<file path="src/rtl/key_led_pkg.sv">
// Shared definitions for the key-driven LED mode controller.
// Holds the mode encodings, LED pattern constants and the LED pattern decode.
package key_led_pkg;

  localparam int MODE_W = 3;

  typedef enum logic [MODE_W-1:0] {
    MODE_IDLE   = 3'd0,
    MODE_FLOW_L = 3'd1,
    MODE_FLOW_R = 3'd2,
    MODE_BLINK  = 3'd3,
    MODE_ALL_ON = 3'd4
  } mode_t;

  localparam logic [3:0] LED_OFF = 4'b0000;
  localparam logic [3:0] LED_ALL = 4'b1111;

  // LED pattern for a given mode and pattern step.
  function automatic logic [3:0] led_decode(input mode_t m, input logic [1:0] s);
    logic [3:0] pat;
    pat = LED_OFF;
    case (m)
      MODE_FLOW_L: pat = 4'b0001 << s;
      MODE_FLOW_R: pat = 4'b1000 >> s;
      MODE_BLINK:  pat = s[0] ? LED_OFF : LED_ALL;
      MODE_ALL_ON: pat = LED_ALL;
      default:     pat = LED_OFF;
    endcase
    return pat;
  endfunction

endpackage

</file>
<file path="src/rtl/key_debounce.sv">
// Single-key synchronizer, debouncer and press-event generator.
// Ports:
//   i_clk   - system clock
//   i_rst   - asynchronous reset, active-high
//   i_key   - raw key, active-low, asynchronous to i_clk
//   o_press - one-cycle pulse the cycle after the debounced level falls
// Arming: after reset the debounced level is only an assumption (1). No press
// is reported until the key has been seen stable high for DEB_CYCLES, so a key
// held through reset release must be released and pressed again.
module key_debounce #(
  parameter int DEB_CYCLES = 1000000,
  parameter int CNT_W      = 25
) (
  input  logic i_clk,
  input  logic i_rst,
  input  logic i_key,
  output logic o_press
);

  logic             r_sync1;
  logic             r_sync2;
  logic             r_sync_q;
  logic             r_level;
  logic             r_level_q;
  logic             r_armed;
  logic [CNT_W-1:0] r_cnt;
  logic             r_press;
  logic             w_busy;
  logic [CNT_W-1:0] w_cnt_max;

  assign w_cnt_max = CNT_W'(DEB_CYCLES - 1);
  // Until armed, keep qualifying the input even when it equals the level.
  assign w_busy    = (r_sync2 != r_level) | ~r_armed;
  assign o_press   = r_press;

  always_ff @(posedge i_clk or posedge i_rst) begin
    if (i_rst) begin
      r_sync1   <= 1'b1;
      r_sync2   <= 1'b1;
      r_sync_q  <= 1'b1;
      r_level   <= 1'b1;
      r_level_q <= 1'b1;
      r_armed   <= 1'b0;
      r_cnt     <= '0;
      r_press   <= 1'b0;
    end else begin
      r_sync1   <= i_key;
      r_sync2   <= r_sync1;
      r_sync_q  <= r_sync2;
      r_level_q <= r_level;
      r_press   <= r_level_q & ~r_level & r_armed;
      if (!w_busy) begin
        r_cnt <= '0;
      end else if (!r_armed && (r_sync2 != r_sync_q)) begin
        // Unarmed: any input edge restarts the stability window.
        r_cnt <= '0;
      end else if (r_cnt == w_cnt_max) begin
        r_level <= r_sync2;
        r_cnt   <= '0;
        if (r_sync2) r_armed <= 1'b1;
      end else begin
        r_cnt <= r_cnt + 1'b1;
      end
    end
  end

endmodule

</file>
<file path="src/rtl/key_mode_ctrl.sv">
// Key-driven LED mode controller (top).
// Four debounced active-low keys select an LED pattern which a mode FSM
// latches; a step timer sequences the pattern and the LEDs are decoded one
// cycle after mode/step.
// Ports:
//   sys_clk   - system clock
//   sys_rst   - asynchronous reset, active-high
//   key[3:0]  - raw push keys, active-low
//   led[3:0]  - registered LED drive, 1 = on
//   mode[2:0] - current mode (FSM state)
//   step[1:0] - current pattern step
//   step_tick - one-cycle pulse on each step advance
//   press_evt - per-key one-cycle press pulses
// Optional feature macro: KEY_MODE_AUTO_OFF_EN adds IDLE_STEPS; after that many
// step ticks with no press and no mode change the mode returns to IDLE.
module key_mode_ctrl
  import key_led_pkg::*;
#(
  parameter int DEB_CYCLES  = 1000000,
  parameter int STEP_CYCLES = 25000000,
  parameter int CNT_W       = 25
`ifdef KEY_MODE_AUTO_OFF_EN
  ,
  parameter int IDLE_STEPS  = 120
`endif
) (
  input  logic              sys_clk,
  input  logic              sys_rst,
  input  logic [3:0]        key,
  output logic [3:0]        led,
  output logic [MODE_W-1:0] mode,
  output logic [1:0]        step,
  output logic              step_tick,
  output logic [3:0]        press_evt
);

  logic [3:0]       w_press;
  mode_t            r_mode;
  mode_t            w_mode_nxt;
  mode_t            w_target;
  logic             w_mode_chg;
  logic [CNT_W-1:0] r_step_cnt;
  logic [1:0]       r_step;
  logic             r_tick;
  logic [3:0]       r_led;

  for (genvar g = 0; g < 4; g++) begin : g_deb
    key_debounce #(
      .DEB_CYCLES(DEB_CYCLES),
      .CNT_W     (CNT_W)
    ) u_deb (
      .i_clk  (sys_clk),
      .i_rst  (sys_rst),
      .i_key  (key[g]),
      .o_press(w_press[g])
    );
  end

`ifdef KEY_MODE_AUTO_OFF_EN
  localparam int IW = $clog2(IDLE_STEPS + 1);
  logic [IW-1:0] r_idle_cnt;
`endif

  // Mode FSM: state register.
  always_ff @(posedge sys_clk or posedge sys_rst) begin
    if (sys_rst) r_mode <= MODE_IDLE;
    else         r_mode <= w_mode_nxt;
  end

  // Mode FSM: next state. Lowest-numbered key wins; the others are dropped.
  always_comb begin
    w_target   = MODE_IDLE;
    w_mode_nxt = r_mode;
    if      (w_press[0]) w_target = MODE_FLOW_L;
    else if (w_press[1]) w_target = MODE_FLOW_R;
    else if (w_press[2]) w_target = MODE_BLINK;
    else if (w_press[3]) w_target = MODE_ALL_ON;
    if (|w_press) begin
      w_mode_nxt = (w_target == r_mode) ? MODE_IDLE : w_target;
    end
`ifdef KEY_MODE_AUTO_OFF_EN
    else if ((r_mode != MODE_IDLE) && (r_idle_cnt == IW'(IDLE_STEPS))) begin
      w_mode_nxt = MODE_IDLE;
    end
`endif
  end

  assign w_mode_chg = (w_mode_nxt != r_mode);

  // Step timer. A mode change restarts the pattern at step 0; IDLE holds it.
  always_ff @(posedge sys_clk or posedge sys_rst) begin
    if (sys_rst) begin
      r_step_cnt <= '0;
      r_step     <= 2'd0;
      r_tick     <= 1'b0;
    end else if (w_mode_chg || (r_mode == MODE_IDLE)) begin
      r_step_cnt <= '0;
      r_step     <= 2'd0;
      r_tick     <= 1'b0;
    end else if (r_step_cnt == CNT_W'(STEP_CYCLES - 1)) begin
      r_step_cnt <= '0;
      r_step     <= r_step + 2'd1;
      r_tick     <= 1'b1;
    end else begin
      r_step_cnt <= r_step_cnt + 1'b1;
      r_tick     <= 1'b0;
    end
  end

`ifdef KEY_MODE_AUTO_OFF_EN
  // Step ticks since the last press or mode change; saturates at IDLE_STEPS.
  always_ff @(posedge sys_clk or posedge sys_rst) begin
    if (sys_rst) begin
      r_idle_cnt <= '0;
    end else if ((|w_press) || w_mode_chg) begin
      r_idle_cnt <= '0;
    end else if (r_tick && (r_idle_cnt != IW'(IDLE_STEPS))) begin
      r_idle_cnt <= r_idle_cnt + 1'b1;
    end
  end
`endif

  always_ff @(posedge sys_clk or posedge sys_rst) begin
    if (sys_rst) r_led <= LED_OFF;
    else         r_led <= led_decode(r_mode, r_step);
  end

  assign led       = r_led;
  assign mode      = r_mode;
  assign step      = r_step;
  assign step_tick = r_tick;
  assign press_evt = w_press;

endmodule
</file>
<file path="config.mk">
export PLATFORM = sky130hd
export DESIGN_NAME = key_mode_ctrl
export DESIGN_NICKNAME = d
export VERILOG_FILES = /design/src/rtl/key_led_pkg.sv /design/src/rtl/key_debounce.sv /design/src/rtl/key_mode_ctrl.sv
export SDC_FILE = /design/constraint.sdc
export NUM_CORES = 1
export LEC_CHECK = 0
export ABC_CLOCK_PERIOD_IN_PS = 6000
export CAP_MARGIN = 25
export CORE_UTILIZATION = 40
export DETAILED_ROUTE_END_ITERATION = 16
export SLEW_MARGIN = 30
export SYNTH_ARGS = -nofsm -noshare
export SYNTH_HDL_FRONTEND = slang
export SYNTH_SLANG_ARGS = --single-unit
</file>
<file path="constraint.sdc">
create_clock -name sys_clk -period 6 [get_ports sys_clk]
set_input_delay 0.9 -clock sys_clk [delete_from_list [all_inputs] [get_ports sys_clk]]
set_output_delay 0.9 -clock sys_clk [all_outputs]
set_load 0.01 [all_outputs]
</file>
==> results of run 1 <==
## where the power goes
group,switching [mW],internal [mW]
sequential,0.0182,1.12
clock,0.476,0.584
combinational,0.0570,0.0217
total,0.551,1.73
## metal layers
layer,part of all wire,vias to the layer above
li1,-,2751
met1,0.52,2645
met2,0.44,64
met3,0.025,13
met4,0.012,0
met5,0,-
## cells by family (layout without fill, tap and decap cells)
logic type | Yosys count | after routing
xor gates and xnor gates | 116 | 116
DFF | 163 | 163
AOI/OAI and AO/OA | 48 | 48
buffers and inverters | 43 | 74
and+or+nand+nor | 401 | 401
muxes | 5 | 5
adders and majority gates | 9 | 9
## state kept, by name, indices dropped and copies added (netlist names)
name                   cells
g_deb.u_deb.r_armed        4
led                        4
g_deb.u_deb.o_press        4
mode                       3
g_deb.u_deb.r_cnt        100
step                       2
g_deb.u_deb.r_sync1        4
g_deb.u_deb.r_sync2        4
g_deb.u_deb.r_level_q      4
r_step_cnt                25
g_deb.u_deb.r_sync_q       4
step_tick                  1
g_deb.u_deb.r_level        4
## final cells by class
class                   count  area share
flip-flops and latches    163       0.463
multi-input cells         579       0.402
clock buffers              17      0.0480
well taps                 260      0.0367
repair buffers             23      0.0249
clock inverters            15      0.0169
inverters                  19     0.00862
## cell usage after synthesis, types with 3 or more instances
| library cell | n |
|---|---|
| nor3_1 | 28 |
| buf_2 | 9 |
| and2_1 | 5 |
| inv_1 | 18 |
| nor4_1 | 10 |
| or3_1 | 3 |
| buf_4 | 6 |
| nor4_4 | 3 |
| nor4b_1 | 8 |
| and4_1 | 11 |
| dfstp_2 | 20 |
| mux2i_1 | 5 |
| and3_1 | 22 |
| nand2_1 | 43 |
| ha_1 | 9 |
| clkbuf_1 | 8 |
| dfrtp_1 | 143 |
| nand2b_1 | 8 |
| a21o_1 | 3 |
| nor2_1 | 132 |
| xor2_1 | 77 |
| xnor2_1 | 39 |
| a31oi_1 | 3 |
| or2_2 | 6 |
| o21ai_0 | 13 |
| a21oi_1 | 19 |
| nand3_1 | 60 |
| nand4_1 | 42 |
| nor2b_1 | 8 |
## worst paths after layout
check	cells after the start	endpoint	slack (ps)	start
max in group asynchronous	3	g_deb[3].u_deb.o_press	3910	sys_rst
worst max register to register	6	g_deb[0].u_deb.r_cnt[22]	3670	g_deb[0].u_deb.r_cnt[0]
worst min-delay path	0	g_deb[1].u_deb.r_sync2	360	g_deb[1].u_deb.r_sync1
min in group asynchronous	2	g_deb[2].u_deb.r_cnt[9]	980	sys_rst
worst min register to register	0	g_deb[1].u_deb.r_sync2	360	g_deb[1].u_deb.r_sync1
worst max-delay path	1	press_evt[0]	3410	g_deb[0].u_deb.o_press
## layout by cell type (no fill, tap or decap), types with 9 or more instances in the layout
cell and instances:
nor4_1 10, xor2_1 77, nand2_1 43, a21oi_1 19, and3_1 22, clkdlybuf4s50_1 19, inv_1 17, nor2_1 132
and4_1 11, clkbuf_16 17, o21ai_0 13, xnor2_1 39, nor3_1 28, dfrtp_1 143, nand4_1 42, ha_1 9
dfstp_2 20, nand3_1 60
## per-stage QoR
step | setup WS (ps) | instance area, µm² | hold WS [ps] | total power [mW] | std cells
after floorplan | 728 | 7860 | 345 | 1.22 | 785
after global placement | 3350 | 8280 | 347 | 1.24 | 1043
after detailed placement | 3340 | 8280 | 348 | 1.24 | 1044
after CTS | 3410 | 8860 | 359 | 2.31 | 1076
after global routing | 3330 | 8860 | 366 | 2.37 | 1076
final | 3410 | 8860 | 358 | 2.28 | 1076
==> flow_summary.json, run 1 <==
{
  "outcome": "finished clean",
  "period_needed_ps": 2590,
  "start_util": 0.415,
  "fin_util": 0.467,
  "leakage_nw": 3.66,
  "io_pins": 20,
  "path_cells": "clkdlybuf4s50_1",
  "slew_viol_final": 0,
  "drive_above_1_share": 0.0895,
  "worstSetupStartpointType": "register",
  "multiInputGateArea_mm2": 0.00356,
  "critPathKind": "register to primary output",
  "route.detailed.drc": 0,
  "die_h_um": 142,
  "avgSynthCellArea_um2": 10.0,
  "placement.io_buffers": 19,
  "max_slew.worst_pin.slew_ps": 911,
  "yosys.area_share.simple": 0.266,
  "met3_usage": 0.0333,
  "cts_num_sinks": 163,
  "wirelength_um": 14300,
  "gr-total-overflow": 0,
  "grt_pass1_vias": 5229,
  "power_density_mw_per_mm2": 257,
  "synth_compound_area_frac": 0.0363,
  "clkTransAtPathRegs_ps": 70,
  "vias_per_cell": 5.09,
  "drt_iter0_drc": 365,
  "tritoncts": "built",
  "cts.repair.resized": 0,
  "synth_top_area_cell": "dfrtp_1",
  "seq_area_mm2": 0.00410,
  "ys_seq_elements": 163,
  "syn_nets": 800,
  "first_pass_iters": 4,
  "synth-edff-count": 0,
  "clockRootBuffer": "clkbuf_16",
  "synth-xor-area-share": 0.129,
  "synth_area_leaders": "dfrtp_1, xor2_1, dfstp_2",
  "postCtsSetupRepairBufs": 0,
  "ys.flop_type": "dfrtp_1",
  "antenna_found_initial": 0,
  "cp_num_buf_inv": 1,
  "yosysSeqAreaShare": 0.522,
  "synth_top_area_frac": 0.455,
  "finClkSkew_ps": 14.1,
  "antenna_cells": 0,
  "nets": 818,
  "synth_mux_area_frac": 0.00637,
  "core_mm2": 0.0190,
  "ys_types": 46,
  "crit_path_end_kind": "primary output",
  "async_flop_share": 1.00,
  "ant_nets": 0,
  "max_cap_violations": 0,
  "grt_max_degree": 80,
  "cts_buffer_depth": 2,
  "setup-tns-final_ps": 0,
  "grt_usage": 0.155,
  "grt_pass1_wl_um": 25000,
  "hold_viol_final": 0,
  "nFillCells": 1812,
  "min_period_over_period": 0.431,
  "place_congestion": 0.766,
  "crit_path_max_incr_delay_ps": 720,
  "setup_viol": 0,
  "rsz0062_at_grt": "false",
  "cp_max_fo": 12,
  "synthAdderAreaFrac": 0.0143,
  "numCtsBuffers": 17,
  "required_ps": 5100,
  "critical_path_arrival_ps": 1690,
  "die_w_um": 142,
  "relSlewSlack": 0.387,
  "synth_top_family_by_area": "simple AND/OR/NAND/NOR gates",
  "cts_hold_buf": 0,
  "clock.fmax_ghz": 0.386,
  "slowest_stage": "clkdlybuf4s50_1",
  "ir_drop_mv": 0.200,
  "synth.yosys.warnings": 0,
  "top_usage_layer": "met2",
  "vias": 5473,
  "hold_class": "register to register",
  "synthToLayoutAreaGrowth_pct": 12.7,
  "die-area_mm2": 0.0202,
  "wl_per_cell_um": 13.3,
  "dp_hpwl_um": 9400,
  "synthCells": 785,
  "core.rowCount": 50,
  "grtUsageMet2": 0.232,
  "critPathTopFamily": "buffers and inverters",
  "syn-cell-area_mm2": 0.00786,
  "grt_util_met1": 0.219,
  "htreeDepth": 4,
  "clock_latency_ps": 430
}
Power figures use the tool's default switching activity.
==> inputs of run 2 (changes only) <==
- ABC_CLOCK_PERIOD_IN_PS: 6000 -> 2700
- clock period: 6 -> 2.7 ns (I/O delays scaled with it)
==> flow_summary.json, run 2 (synthesis results as in run 1) <==
{
  "setup_viol": 0,
  "rsz0062_at_grt": "false",
  "largest_reg_flops": 100,
  "tritoncts": "built",
  "grt_pass1_vias": 5291,
  "wirelength_um": 14000,
  "layout_common_cells": "dfrtp_1, nor2_1, xor2_1",
  "postCtsSetupRepairBufs": 0,
  "grt_usage": 0.155,
  "slowest_stage": "dfrtp_1",
  "hold_viol_final": 0,
  "largestRegisters": "g_deb.u_deb.r_cnt (100), r_step_cnt (25)",
  "grt_max_degree": 65,
  "gr-total-overflow": 0,
  "place_congestion": 0.791,
  "placement.io_buffers": 19,
  "required_ps": 3010,
  "layout_commonest_cell": "dfrtp_1",
  "die_w_um": 142,
  "core_mm2": 0.0190,
  "setup-tns-final_ps": 0,
  "cts_num_sinks": 163,
  "cts_buffer_depth": 2,
  "crit_path_max_incr_delay_ps": 410,
  "cp_num_buf_inv": 1,
  "max_cap_violations": 0,
  "clock.fmax_ghz": 0.462,
  "cts.repair.resized": 0,
  "path_cells": "ha_1 > and3_1 > and3_1 > nand3_1 > nand2_1 > buf_4 > nor2_1",
  "io_pins": 20,
  "top_register": "g_deb.u_deb.r_cnt",
  "drive_above_1_share": 0.0925,
  "slew_viol_final": 0,
  "start_util": 0.415,
  "wl_per_cell_um": 12.9,
  "synthToLayoutAreaGrowth_pct": 14.1,
  "route.detailed.drc": 0,
  "cts_hold_buf": 0,
  "critPathTopFamily": "simple AND/OR/NAND/NOR gates",
  "vias_per_cell": 5.04,
  "cp_max_fo": 13,
  "clock_latency_ps": 430,
  "finClkSkew_ps": 9.68,
  "antenna_cells": 0,
  "die-area_mm2": 0.0202,
  "max_slew.worst_pin.slew_ps": 675,
  "numCtsBuffers": 17,
  "drt_iter0_drc": 332,
  "critPathKind": "register to register",
  "min_period_over_period": 0.802,
  "hold_ws_ps": 319,
  "dp_hpwl_um": 9290,
  "nets": 824,
  "ir_drop_mv": 0.415,
  "period_needed_ps": 2170,
  "antenna_found_initial": 0,
  "die_h_um": 142,
  "clkTransAtPathRegs_ps": 70,
  "outcome": "finished clean",
  "core.rowCount": 50,
  "first_pass_iters": 5,
  "hold_class": "primary input to async pin",
  "crit_path_frequent_cell": "and3_1",
  "worstSetupStartpointType": "register",
  "power_density_mw_per_mm2": 578,
  "critical_path_arrival_ps": 2480,
  "crit_path_end_kind": "register",
  "clockRootBuffer": "clkbuf_16",
  "leakage_nw": 3.70,
  "ant_nets": 0,
  "grt_pass1_wl_um": 25000,
  "htreeDepth": 4,
  "relSlewSlack": 0.546,
  "vias": 5455
}
-- run 2: cell count changes in the layout (fill, tap and decap cells not counted), moves of 3 or more --
| cell | change |
|---|---|
| inv_8 | -3 |
| clkbuf_1 | +3 |
| buf_12 | +3 |
| clkinvlp_4 | +3 |
| clkinv_4 | -3 |
| buf_4 | +3 |
-- run 2: where the power goes --
group / internal, mW / switching [mW] / leakage [nW]
Sequential: 2.49 / 0.0395 / 2.20
Combinational: 0.0593 / 0.128 / 1.22
Clock: 1.48 / 0.979 / 0.280
Total: 4.03 / 1.15 / 3.70
-- run 2: area by class of cell --
class / count / area, µm²
clock buffers: 21 / 450
well taps: 260 / 325
fillers: 1740 / 9990
flip-flops and latches: 163 / 4100
repair buffers: 29 / 303
multi-input cells: 579 / 3560
inverters: 19 / 75.1
clock inverters: 11 / 151
-- run 2: final timing paths --
kind                                      endpoint  slack (ps)  cells past startpoint               startpoint
max reg2reg                g_deb[2].u_deb.r_cnt[6]         530                      7  g_deb[2].u_deb.r_cnt[0]
min in group sys_clk        g_deb[2].u_deb.r_sync2         360                      0   g_deb[2].u_deb.r_sync1
min reg2reg                 g_deb[2].u_deb.r_sync2         360                      0   g_deb[2].u_deb.r_sync1
min                         g_deb[2].u_deb.r_armed         320                      2                  sys_rst
max in group asynchronous  g_deb[3].u_deb.r_sync_q        1710                      3                  sys_rst
max                        g_deb[2].u_deb.r_cnt[6]         530                      7  g_deb[2].u_deb.r_cnt[0]
-- run 2: through the flow --
| stage | util | instances | cell area (µm²) | power [mW] | worst slack (ps) |
|---|---|---|---|---|---|
| after CTS | 0.473 | 1082 | 8970 | 5.24 | 547 |
| final | 0.473 | 1082 | 8970 | 5.18 | 535 |
| after global placement | 0.441 | 1050 | 8360 | 2.77 | 674 |
| after floorplan | - | 785 | 7860 | 2.71 | 241 |
| after global routing | 0.473 | 1082 | 8970 | 5.38 | 351 |
| after detailed placement | 0.441 | 1050 | 8360 | 2.77 | 561 |
-- run 2: metal layers --
layer | up-vias | share of wire | GRT usage
met3 | 14 | 0.028 | 0.0333
met5 | - | 0 | 0
met1 | 2619 | 0.52 | 0.217
met2 | 62 | 0.44 | 0.234
li1 | 2760 | - | -
met4 | 0 | 0.012 | 0.0594
==> inputs of run 3 (changes only) <==
- ABC_CLOCK_PERIOD_IN_PS: 2700 -> 2000
- clock period: 2.7 -> 2 ns (I/O delays scaled with it)
==> flow_summary.json, run 3 (synthesis results as in run 1) <==
{
  "outcome": "finished clean",
  "clock.fmax_ghz": 0.516,
  "die_w_um": 142,
  "grt_max_degree": 60,
  "start_util": 0.415,
  "max_slew.worst_pin.slew_ps": 501,
  "clockRootBuffer": "clkbuf_16",
  "setup-tns-final_ps": 0,
  "rsz0062_at_grt": "false",
  "p_switching_mw": 1.56,
  "postCtsSetupRepairBufs": 0,
  "layout_common_cells": "dfrtp_1, nor2_1, xor2_1",
  "cp_max_fo": 7,
  "core_mm2": 0.0190,
  "nets": 849,
  "cts.repair.resized": 0,
  "pwr-share-seq": 0.467,
  "r2r_cells": 7,
  "route.detailed.drc": 0,
  "grt_usage": 0.157,
  "die_h_um": 142,
  "grt_pass1_wl_um": 25200,
  "io_pins": 20,
  "critical_path_arrival_ps": 1640,
  "setup_viol": 0,
  "cts_hold_buf": 0,
  "r2r_start": "g_deb[2].u_deb.r_cnt[0]",
  "grt_pass1_vias": 5397,
  "clkTransAtPathRegs_ps": 60,
  "vias": 5585,
  "drive_above_1_share": 0.125,
  "path_cells": "buf_4 > clkdlybuf4s50_1",
  "antenna_found_initial": 0,
  "ir_drop_mv": 0.583,
  "power_density_mw_per_mm2": 790,
  "max_cap_violations": 0,
  "reg2reg_setup_slack_ps": 180,
  "drt_iter0_drc": 302,
  "finClkSkew_ps": 9.08,
  "wirelength_um": 14500,
  "htreeDepth": 4,
  "slowest_stage": "clkdlybuf4s50_1",
  "internal_power_mw": 5.75,
  "fin_util": 0.488,
  "share_comb_of_total_power": 0.039,
  "startpoint": "mode[1]",
  "vias_per_cell": 5.05,
  "critPathKind": "register to primary output",
  "antenna_cells": 0,
  "placement.io_buffers": 19,
  "ant_nets": 0,
  "p_clk_frac": 0.494,
  "hold_viol_final": 0,
  "period_needed_ps": 1940,
  "worstSetupStartpointType": "register",
  "core.rowCount": 50,
  "wl_per_cell_um": 13.1,
  "layout_commonest_cell": "dfrtp_1",
  "swShare": 0.214,
  "crit_path_max_incr_delay_ps": 530,
  "clock_latency_ps": 430,
  "cts_buffer_depth": 2,
  "required_ps": 1700,
  "dp_hpwl_um": 9780,
  "tritoncts": "built",
  "synthToLayoutAreaGrowth_pct": 17.7,
  "min_period_over_period": 0.968,
  "slew_viol_final": 0,
  "crit-reg2reg-capture": "g_deb[2].u_deb.r_cnt[16]",
  "numCtsBuffers": 17,
  "first_pass_iters": 4,
  "place_congestion": 0.794,
  "hold_class": "primary input to async pin",
  "worstSetupEndpoint": "mode[1]",
  "largestRegisters": "g_deb.u_deb.r_cnt (100), r_step_cnt (25)",
  "crit_path_end_kind": "primary output",
  "cts_num_sinks": 163,
  "largest_reg_flops": 100,
  "gr-total-overflow": 0,
  "relSlewSlack": 0.663,
  "top_register": "g_deb.u_deb.r_cnt",
  "hold_ws_ps": 148,
  "die-area_mm2": 0.0202,
  "leakage_nw": 3.87
}
run 3: cell types whose count changed in the layout (fill, tap and decap cells not counted):
| cell | change |
|---|---|
| nor4_1 | -1 |
| nor4_2 | +1 |
| nor4b_2 | +1 |
| clkbuf_8 | +1 |
| dfrtp_2 | +1 |
| dfrtp_1 | -1 |
| inv_6 | -1 |
| bufinv_16 | +2 |
| clkbuf_1 | -2 |
| nor4b_1 | -1 |
| buf_12 | +2 |
| buf_4 | +23 |
run 3: area by class of cell:
| cell class | instances | area [µm²] |
|---|---|---|
| Multi-Input combinational cell | 579 | 3570 |
| Fill cell | 1744 | 9710 |
| Clock inverter | 12 | 203 |
| Sequential cell | 163 | 4110 |
| Tap cell | 260 | 325 |
| Clock buffer | 20 | 457 |
| Inverter | 19 | 75.1 |
| Timing Repair Buffer | 54 | 515 |
run 3: layer usage:
layer	global-route usage	part of all wire	vias to the layer above
li1	-	-	2798
met1	0.218	0.50	2708
met2	0.239	0.46	62
met3	0.0387	0.026	17
met4	0.0560	0.014	0
met5	0	0	-
run 3: worst min path at each step:
stage	startpoint	endpoint	slack [ps]	depth (start not counted)
3_5_place_dp	g_deb[2].u_deb.r_sync1	g_deb[2].u_deb.r_sync2	350	0
6_report	sys_rst	g_deb[0].u_deb.r_cnt[2]	150	2
4_1_cts	sys_rst	g_deb[0].u_deb.r_cnt[2]	140	2
5_1_grt	sys_rst	g_deb[0].u_deb.r_cnt[2]	160	2
2_1_floorplan	key[0]	g_deb[0].u_deb.r_sync1	300	0
3_3_place_gp	g_deb[2].u_deb.r_sync1	g_deb[2].u_deb.r_sync2	350	0
run 3: critical path: cells and delay by family, from the launching register on:
kind	cells	cell delay [ps]
DFF	1	490
buffers and inverters	2	720
run 3: per-stage QoR:
step           instances  cell area, µm²  setup slack (ps)  power, mW
6_report            1107            9250              63.5       7.31
5_1_grt             1107            9250              4.72       7.58
4_1_cts             1107            9240              36.9       7.41
3_5_place_dp        1075            8580               188       3.77
3_3_place_gp        1075            8580               224       3.77
2_1_floorplan        785            7860              -354       3.65
run 3: power groups by stage:
stage               sequential [mW]  clock, mW  combinational [mW]
floorplan                      3.46          0               0.192
global placement               3.47          0               0.298
detailed placement             3.47          0               0.297
CTS                            3.41       3.70               0.300
global route                   3.42       3.83               0.332
finish                         3.41       3.61               0.287
